`src/rtl/proc_pkg.sv`:
```
// Shared definitions for the processor sequencer: opcodes, FSM states, bus-select constants.
package proc_pkg;

  localparam logic [2:0] OP_MV   = 3'd0;
  localparam logic [2:0] OP_MVI  = 3'd1;
  localparam logic [2:0] OP_ADD  = 3'd2;
  localparam logic [2:0] OP_SUB  = 3'd3;
  localparam logic [2:0] OP_MVNZ = 3'd4;

  typedef enum logic [1:0] {T0, T1, T2, T3} state_t;

  localparam logic [9:0] SEL_DIN = 10'h001;
  localparam logic [9:0] SEL_G   = 10'h002;

  // Register n sits at bus-select bit 9-n, so R0 is the MSB.
  function automatic logic [9:0] sel_reg(input logic [2:0] n);
    sel_reg = 10'h200 >> n;
  endfunction

endpackage

```
`src/rtl/proc_dec3to8.sv`:
```
// Enable-gated 3-to-8 one-hot decoder; output is all-zero when disabled.
module proc_dec3to8 (
  input  logic [2:0] i_idx,
  input  logic       i_en,
  output logic [7:0] o_onehot
);

  generate
    for (genvar gi = 0; gi < 8; gi++) begin : g_dec
      assign o_onehot[gi] = i_en && (i_idx == 3'(gi));
    end
  endgenerate

endmodule

```
`src/rtl/proc_control_fsm.sv`:
```
// Instruction sequencer for the 16-bit processor: fetches IR in T0, steps T1..T3, drives bus/load controls.
// Optional macro PROC_MVNZ_EN enables the conditional move (opcode 100) gated by GNZ.
module proc_control_fsm
  import proc_pkg::*;
#(
  parameter int DATA_W = 16,
  parameter int IR_W   = 9
) (
  input  logic              Clock,
  input  logic              Resetn,
  input  logic              Run,
  input  logic [DATA_W-1:0] DIN,
  input  logic              GNZ,
  output logic [9:0]        BusSel,
  output logic [7:0]        Rin,
  output logic              Ain,
  output logic              Gin,
  output logic              AddSub,
  output logic              Done
);

  state_t          r_state;
  state_t          w_state_next;
  logic [IR_W-1:0] r_ir;

  logic [2:0] w_op;
  logic [2:0] w_x;
  logic [2:0] w_y;
  logic       w_rin_en;
  logic       w_bus_reg_en;
  logic [2:0] w_bus_idx;
  logic       w_sel_g;
  logic [7:0] w_bus_reg_oh;
  logic [7:0] w_bus_reg_rev;
  logic       w_unused_inputs;

  assign w_op = r_ir[IR_W-1 -: 3];
  assign w_x  = r_ir[IR_W-4 -: 3];
  assign w_y  = r_ir[IR_W-7 -: 3];

  // Low DIN bits carry immediates for the datapath only; GNZ is idle when mvnz is compiled out.
  assign w_unused_inputs = ^{DIN[DATA_W-IR_W-1:0], GNZ};

  always_ff @(posedge Clock or negedge Resetn) begin
    if (!Resetn) begin
      r_state <= T0;
      r_ir    <= '0;
    end else begin
      r_state <= w_state_next;
      if (r_state == T0 && Run) begin
        r_ir <= DIN[DATA_W-1 -: IR_W];
      end
    end
  end

  always_comb begin
    w_state_next = r_state;
    w_rin_en     = 1'b0;
    w_bus_reg_en = 1'b0;
    w_bus_idx    = w_y;
    w_sel_g      = 1'b0;
    Ain          = 1'b0;
    Gin          = 1'b0;
    AddSub       = 1'b0;
    Done         = 1'b0;
    case (r_state)
      T0: begin
        if (Run) w_state_next = T1;
      end
      T1: begin
        w_state_next = T0;
        case (w_op)
          OP_MV: begin
            w_bus_reg_en = 1'b1;
            w_rin_en     = 1'b1;
            Done         = 1'b1;
          end
          OP_MVI: begin
            w_rin_en = 1'b1;
            Done     = 1'b1;
          end
          OP_ADD, OP_SUB: begin
            w_bus_reg_en = 1'b1;
            w_bus_idx    = w_x;
            Ain          = 1'b1;
            w_state_next = T2;
          end
`ifdef PROC_MVNZ_EN
          OP_MVNZ: begin
            w_bus_reg_en = 1'b1;
            w_rin_en     = GNZ;
            Done         = 1'b1;
          end
`endif
          default: begin
            Done = 1'b1;
          end
        endcase
      end
      T2: begin
        w_bus_reg_en = 1'b1;
        Gin          = 1'b1;
        AddSub       = (w_op == OP_SUB);
        w_state_next = T3;
      end
      T3: begin
        w_sel_g      = 1'b1;
        w_rin_en     = 1'b1;
        Done         = 1'b1;
        w_state_next = T0;
      end
      default: begin
        w_state_next = T0;
      end
    endcase
  end

  proc_dec3to8 u_rin_dec (
    .i_idx    (w_x),
    .i_en     (w_rin_en),
    .o_onehot (Rin)
  );

  proc_dec3to8 u_bus_dec (
    .i_idx    (w_bus_idx),
    .i_en     (w_bus_reg_en),
    .o_onehot (w_bus_reg_oh)
  );

  // Bus select orders registers R0..R7 from bit 9 downward, so the decoder output is mirrored.
  generate
    for (genvar gi = 0; gi < 8; gi++) begin : g_rev
      assign w_bus_reg_rev[7-gi] = w_bus_reg_oh[gi];
    end
  endgenerate

  assign BusSel = w_bus_reg_en ? {w_bus_reg_rev, 2'b00} : (w_sel_g ? SEL_G : SEL_DIN);

endmodule

```
`config.mk`:
```
export PLATFORM = sky130hd
export DESIGN_NAME = proc_control_fsm
export DESIGN_NICKNAME = d
export VERILOG_FILES = /design/src/rtl/proc_pkg.sv /design/src/rtl/proc_dec3to8.sv /design/src/rtl/proc_control_fsm.sv
export SDC_FILE = /design/constraint.sdc
export NUM_CORES = 1
export LEC_CHECK = 0
export ABC_AREA = 1
export ABC_CLOCK_PERIOD_IN_PS = 2300
export CAP_MARGIN = 25
export CORE_MARGIN = 5
export CORE_UTILIZATION = 38
export CTS_CLUSTER_SIZE = 16
export DETAILED_ROUTE_END_ITERATION = 10
export PLACE_DENSITY = 0.78
export SKIP_CTS_REPAIR_TIMING = 1
export SYNTH_ARGS = -nofsm -noshare
export SYNTH_HDL_FRONTEND = slang
export SYNTH_SLANG_ARGS = --single-unit
```
`constraint.sdc`:
```
create_clock -name Clock -period 2.3 [get_ports Clock]
set_clock_uncertainty 0.2 [all_clocks]
set_input_delay 0.575 -clock Clock [delete_from_list [all_inputs] [get_ports Clock]]
set_output_delay 0.575 -clock Clock [all_outputs]
set_load 0.01 [all_outputs]
```
==> metrics.cfg <==
[logic_synthesis]
synth_top_cell_by_area=dfrtp_1
synthTopCellsByArea=dfrtp_1, nand2_1, nor2_1
ys_ff_latch=11
yosys_warnings=0
yosys.area.top_type_share_pct=35.1
ys_seq_area_share_pct=35.1
synthesis.area_um2=783
syn-instance-count=112
ys_types=20
syn-num-nets=137
avgSynthCellArea_um2=6.99

[routing]
via_count=903
post_drt_wl_per_cell_um=13.4
viasPerCell=4.88
drt_iter0_markers=5
drt-total-wl_mm=2.47
route.detailed.drc=0
drtPass1Iterations=4
route.antenna.remaining_nets=0

[global_routing]
grt_max_degree=17
grt_pass1_wl_mm=3.78
grt_use_total_pct=14.8
grt_pass1_vias=896
antenna_found_initial=0
overflow=0

[run_status]
status=complete, but fails checks
violations=setup timing

[worst_setup_path]
critPathMaxStageDelay_ns=0.39
cp.arrival_ns=1.65
cp-start-kind=flip-flop
end_kind=output port
required_ns=1.52
critPathKind=flip-flop to output port
crit_chain=inv_2, ha_4, buf_6, nand3_4, o21ai_2, nand2_1, nor2_1, buf_2
path_max_fanout=8
slowest_stage=dfrtp_1

[sta]
hold_slack_ns=0.362
slew_headroom_pct=68.3
rsz0062_at_grt=yes
finalCritPeriodShare_pct=106
max_clock_freq_ghz=0.412
hold_viol=0
tightestPinTransition_ns=0.474
slew_viol_final=0
min_period_ns=2.43
final-setup-viol-count=9
setup_tns_ns=-0.669
setup_ws_ns=-0.129

[clock_tree]
root_buffer=clkbuf_4
cts_sinks=11
cts_tree=done
cts_buffers=3
clk_path_buf_depth=2
htree_levels=1
insertion_delay_ns=0.26
clkTransAtPathRegs_ns=0.07

[floorplanning]
rows=16
die_w_um=55.4
die-area_um2=3070
core_area_um2=1960
dieHeight_um=55.4
ios=42
start_util_pct=39.9

[pwr]
power_density_nw_per_um2=1330
ir_worst_vdd_uv=707
p_leak_nw=0.685

[finish]
final_cell_mix=nor2_1, buf_2, nand2_1, nand2_2
num_antenna_cells=0
final_nets=184
fin_cells=185
drive_above_1_share_pct=48.1
synthToLayoutAreaGrowth_pct=65.5

[placed_design]
dp.cells=179
gp_congestion=0.747
io_buffers=33
preCtsSetupSlack_ns=-0.316
post-dp-hpwl_mm=1.85

[job]
drv_cap=0

[min_path]
worstHoldPathType=flip-flop to flip-flop

==> stage by stage <==
step | area [um2] | power, mW | util [%]
after floorplan | 783 | 0.929 | -
after global placement | 1200 | 1.31 | 61.3
after detailed placement | 1200 | 1.36 | 61.3
after CTS | 1230 | 1.49 | 62.6
after global routing | 1300 | 1.86 | 66.1
final | 1300 | 1.73 | 66.1
==> where the power goes <==
group	leakage [nW]	internal (mW)	switching [mW]
registers	0.122	0.288	0.112
clock network	0.0150	0.0669	0.0584
logic	0.548	0.498	0.703
==> worst paths after layout <==
path | from | endpoint | slack (ns) | cells past startpoint
max | flip-flop | BusSel[4] | -0.13 | 8
min | r_ir[0]$_DFFE_PN0P_ | r_ir[0]$_DFFE_PN0P_ | 0.36 | 2
max reg2reg | r_state[0]$_DFFE_PN0P_ | r_ir[0]$_DFFE_PN0P_ | 0.73 | 7
min reg2reg | r_ir[0]$_DFFE_PN0P_ | r_ir[0]$_DFFE_PN0P_ | 0.36 | 2
max in group asynchronous | Resetn | r_ir[6]$_DFFE_PN0P_ | 1.14 | 1
min in group asynchronous | Resetn | r_ir[4]$_DFFE_PN0P_ | 0.44 | 1
==> flip-flops by register name, summed over array words and instances (netlist names), named ones only <==
signal   flops
r_ir         9
r_state      1
==> logic make-up (layout without fill, tap and decap cells) <==
logic type	after synthesis	count (layout)	synth area share, %
adder cells (fa/ha/maj)	5	5	7.99
AO/OA/AOI/OAI	15	15	10.2
multiplexers	1	1	1.44
flip-flops	11	11	35.1
AND/OR/NAND/NOR	63	63	36.4
buffers and inverters	17	63	8.79
==> synthesized netlist by cell type <==
| master | instances |
|---|---|
| and3_2 | 1 |
| inv_1 | 13 |
| a21oi_1 | 10 |
| nor2_4 | 1 |
| nand2_1 | 27 |
| dfrtp_1 | 11 |
| nand2_2 | 1 |
| inv_2 | 2 |
| nor2_1 | 25 |
| mux2_2 | 1 |
| buf_2 | 1 |
| nand3_2 | 2 |
| nand3_4 | 1 |
| nand3_1 | 3 |
| nand4_1 | 2 |
| o21ai_2 | 1 |
| o21ai_0 | 3 |
| ha_1 | 5 |
| buf_4 | 1 |
| a31oi_1 | 1 |
==> worst max-delay path, delay by kind of cell (launching register included) <==
family | cells | cell delay (ns)
AND/OR/NAND/NOR | 3 | 0.34
flip-flops | 1 | 0.39
adder cells (fa/ha/maj) | 1 | 0.14
buffers and inverters | 3 | 0.34
AO/OA/AOI/OAI | 1 | 0.19
==> cell type report <==
| cell class | instances | area [um2] |
|---|---|---|
| fill | 186 | 666 |
| timing repair buffer | 44 | 339 |
| sequential | 11 | 275 |
| tap | 27 | 33.8 |
| multi-input combinational | 84 | 566 |
| clock buffer | 4 | 26.3 |
| inverter | 15 | 56.3 |
==> metal layers <==
metal	vias up	share of wire [%]	GRT usage, %
li1	444	-	-
met1	419	37	16.0
met2	32	54	27.2
met3	8	5.8	3.73
met4	0	3.0	5.90
met5	-	0	0
(Power assumes the default switching activity.)
==> edit 1, RTL diff (same settings) <==
The 4 states of `state_t` get a one-hot encoding in 4 bits.
--- a/src/rtl/proc_pkg.sv
+++ b/src/rtl/proc_pkg.sv
@@ -9,3 +9,3 @@
 
-  typedef enum logic [1:0] {T0, T1, T2, T3} state_t;
+  typedef enum logic [3:0] {T0 = 4'b0001, T1 = 4'b0010, T2 = 4'b0100, T3 = 4'b1000} state_t;
 
Formal check against the unedited RTL: same outputs for any inputs over 10 cycles, from zero or initial values and one cycle with Resetn low; not proved beyond that.
==> edit 1 against the unedited design <==
  * The flow still finishes with violations (setup timing)
  * Synthesized area is 12% higher
  * Via count up 11%
  * Routed wire length increased by 7.5%
  * Sequential cell count up 2
  * Setup slack improved by 8.5 ps
  * Design area up 12%
  * Critical path depth grew 1
  * Total power fell by 12%
  * Highest routed layer unchanged
==> edit 1: results (changes against the unedited design) <==
sta:
  finalSetupViolCount: 16  # +7
  postLayoutSetupSlackWorst_ps: -121  # +8.49 ps
  tightestPinTransition_ps: 581  # +107 ps
  setup_total_negative_slack_ps: -1140  # -471 ps
  hold_ws_ps: 355  # -6.76 ps
drt:
  wl_met1_um: 1030  # +12%
  detailedRoute.firstIterationViolations: 13  # +8
  met3_wirelength_um: 149  # +4.2%
  routed_wl_um: 2660  # +7.5%
  drt-wirelength-per-cell_um: 12.4  # -7.1%
  detailroute.via_count: 998  # +11%
layout:
  final.signal_inverter_count: 20  # +5
  number_of_fill_cells_in_the_layout: 203  # +9.1%
  multi_input_area_share_pct: 39.6  # -4.0 points
  fin_area_um2: 1450  # +12%
  share_of_cells_above_drive_strength_1_pct: 49.5  # +1.4 points
  layout.comb_gates.multi_input: 96  # +14%
  signal_buffer_area_fraction_pct: 28.1  # +2.0 points
  synthToLayoutAreaGrowth_pct: 64.2
  largest_registers: "r_ir (9), r_state (4)"
synthesis:
  synth-seq-cells: 13  # +2
  share_of_the_synthesized_area_in_compound_gates_ao_oa_aoi_oai_pct: 11.8  # +1.6 points
  yosysSeqAreaShare_pct: 37.1  # +1.9 points
  synthAdderAreaFrac_pct: 0  # -8.0 points
  yosys-top-cells-count: "46 x sky130_fd_sc_hd__nand2_1, 19 x sky130_fd_sc_hd__nor2_1, 17 x sky130_fd_sc_hd__inv_1"
  syn-num-nets: 150  # +9.5%
placement:
  gp_congestion: 0.793  # +6.2%
  detailedPlacementHpwl_um: 1900  # +2.6%
outcome:
  run_status: "finished, violations left"
  violations: "setup timing"
pwr:
  irDropWorstVdd_mv: 0.557  # -21%
  lkg_pwr_nw: 0.812  # +19%
clock_tree:
  clk_transition_reported_paths_ps: 90  # +20 ps
  worst_skew_pair.late_latency_ps: 290  # +30 ps
grt:
  use_met1_pct: 18.2  # +2.2 points
  grt.met2_usage_pct: 25.6  # -1.6 points
  global_route.usage.total_pct: 15.8  # +1.0 points
  largest_net_degree_at_the_start_of_global_routing: 14  # -3
  met3_usage_pct: 4.45  # +0.72 points
critical_path:
  rr_worst_depth: 10  # +3
-- edit 1: cell count changes in the layout (fill, tap and decap cells not counted), moves of 3 or more --
cell                      unedited run  this run
sky130_fd_sc_hd__o21ai_2             1         9
sky130_fd_sc_hd__nand3_2             0         3
sky130_fd_sc_hd__buf_4               9        18
sky130_fd_sc_hd__nor2_1             15        12
sky130_fd_sc_hd__a21oi_1             9         0
sky130_fd_sc_hd__inv_1               8        13
sky130_fd_sc_hd__nand3_1             3         6
sky130_fd_sc_hd__o21ai_0             3         0
sky130_fd_sc_hd__ha_1                3         0
sky130_fd_sc_hd__nand2_1            12        35
-- edit 1: power by group through the flow --
stage	Combinational, mW	Sequential, mW	Clock (mW)
5_1_grt	1.03	0.437	0.171
4_1_cts	0.805	0.404	0.158
3_3_place_gp	0.770	0.403	0
2_1_floorplan	0.519	0.391	0
3_5_place_dp	0.800	0.409	0
6_report	0.940	0.419	0.156
==> edit 2, RTL diff (config.mk and constraints unchanged) <==
Made on the original files. The option `PROC_MVNZ_EN` is turned on by a define.
--- a/src/rtl/proc_control_fsm.sv
+++ b/src/rtl/proc_control_fsm.sv
@@ -2,2 +2,4 @@
 // Optional macro PROC_MVNZ_EN enables the conditional move (opcode 100) gated by GNZ.
+`define PROC_MVNZ_EN
+
 module proc_control_fsm
Check against the original RTL: not equivalent (a bounded check fails within 4 cycles, from zero or initial values and one cycle with Resetn low).
==> edit 2 against the unedited design <==
  * The run still ends with setup timing left
  * Design area is 12% higher
  * Total power is 14% higher
  * Sequential cell count unchanged
  * Die area rose by 2.5%
  * Setup slack got worse by 17 ps
  * Critical path depth is the same
  * Synthesized area up 3.0%
  * Global-route usage is 0.41 points higher
  * Routed wire length grew 13%
  * Worst hold slack gained 14 ps
==> edit 2: results (changes against the unedited design) <==
min_path:
  holdPathEnd: "r_ir[2]$_DFFE_PN0P_"
  holdCritStartpoint: "r_ir[2]$_DFFE_PN0P_"
layout:
  share_of_cells_above_drive_strength_1_pct: 44.1  # -4.0 points
  final_cells: 204  # +10%
  signal_buffer_area_fraction_pct: 30.1  # +4.0 points
  seqAreaFraction_pct: 18.9  # -2.4 points
  number_of_fill_cells_in_the_layout: 156  # -16%
  layout.clock.cell_area_share_pct: 1.80  # -0.22 points
sta:
  finalSetupViolCount: 10  # +1
  postLayoutSetupSlackWorst_ps: -146  # -17.2 ps
critical_path:
  worstReg2RegEnd: "r_ir[1]$_DFFE_PN0P_"
  worstPathArrival_ps: 1670  # +20 ps
  top_family_by_delay_on_critical_path: "simple AND/OR/NAND/NOR gates"
  reg2reg_slack_ps: 630  # -100 ps
placement:
  gp_congestion: 0.867  # +16%
  post-place-ws_ps: -587  # -270 ps
pwr:
  switching_share_pct: 48.9  # -1.7 points
  irDropWorstVdd_mv: 0.865  # +22%
outcome:
  run_status: "finished, violations left"
  violations: "setup timing"
grt:
  largest_net_degree_at_the_start_of_global_routing: 19  # +2
synthesis:
  yosys-top-cells-count: "29 x sky130_fd_sc_hd__nand2_1, 20 x sky130_fd_sc_hd__nor2_1, 19 x sky130_fd_sc_hd__a21oi_1"
  synth_area_leaders: "sky130_fd_sc_hd__dfrtp_1 34%, sky130_fd_sc_hd__nand2_1 13%, sky130_fd_sc_hd__a21oi_1 12%, sky130_fd_sc_hd__nor2_1 9.3%, sky130_fd_sc_hd__ha_1 7.8%"
  synth_unique_cells: 19  # -5.0%
drt:
  routed_wl_um: 2780  # +13%
==> edit 2: cell types whose count changed after synthesis, sizes merged <==
| cell | before | now |
|---|---|---|
| a21oi | 10 | 19 |
| nor2 | 26 | 21 |
| nor4 | 0 | 1 |
| nand2 | 28 | 29 |
| nand3 | 6 | 9 |
| and3 | 1 | 0 |
| mux2 | 1 | 0 |
| clkinv | 0 | 1 |
==> edit 2: layer usage <==
metal  routed length (um)  vias to the layer above  share of wire, %  GRT usage (%)
met5                    0                        -                 0              0
met4                   51                        0               1.8           6.10
met3                   96                        8               3.5           2.55
met2                 1470                       33                53           27.2
met1                 1170                      450                42           17.8
li1                     -                      506                 -              -
==> edit 2: worst max path at each step <==
stage | start | endpoint | slack [ps] | depth (start not counted)
2_1_floorplan | register | BusSel[6] | 230 | 7
3_3_place_gp | GNZ | Rin[1] | -520 | 6
3_5_place_dp | GNZ | Rin[4] | -590 | 6
4_1_cts | register | BusSel[6] | -630 | 9
5_1_grt | register | BusSel[6] | -270 | 8
6_report | register | BusSel[6] | -150 | 8
==> edit 2: power groups by stage <==
stage / Clock, mW / Sequential [mW] / Combinational (mW)
CTS: 0.128 / 0.364 / 1.16
floorplan: 0 / 0.369 / 0.576
finish: 0.122 / 0.388 / 1.46
global placement: 0 / 0.363 / 1.11
global route: 0.136 / 0.398 / 1.59
detailed placement: 0 / 0.368 / 1.16
==> edit 2: worst min-delay path, delay by kind of cell (launching register included) <==
| kind | cells | cell delay, ps |
|---|---|---|
| compound gates | 1 | 60 |
| buf+inv | 1 | 90 |
| flops | 1 | 390 |
==> edit 2: stage by stage <==
stage / util, % / hold WS [ps]
floorplan: - / 79.4
global placement: 65.9 / 327
detailed placement: 65.9 / 359
CTS: 67.2 / 366
global route: 72.8 / 388
finish: 72.8 / 376
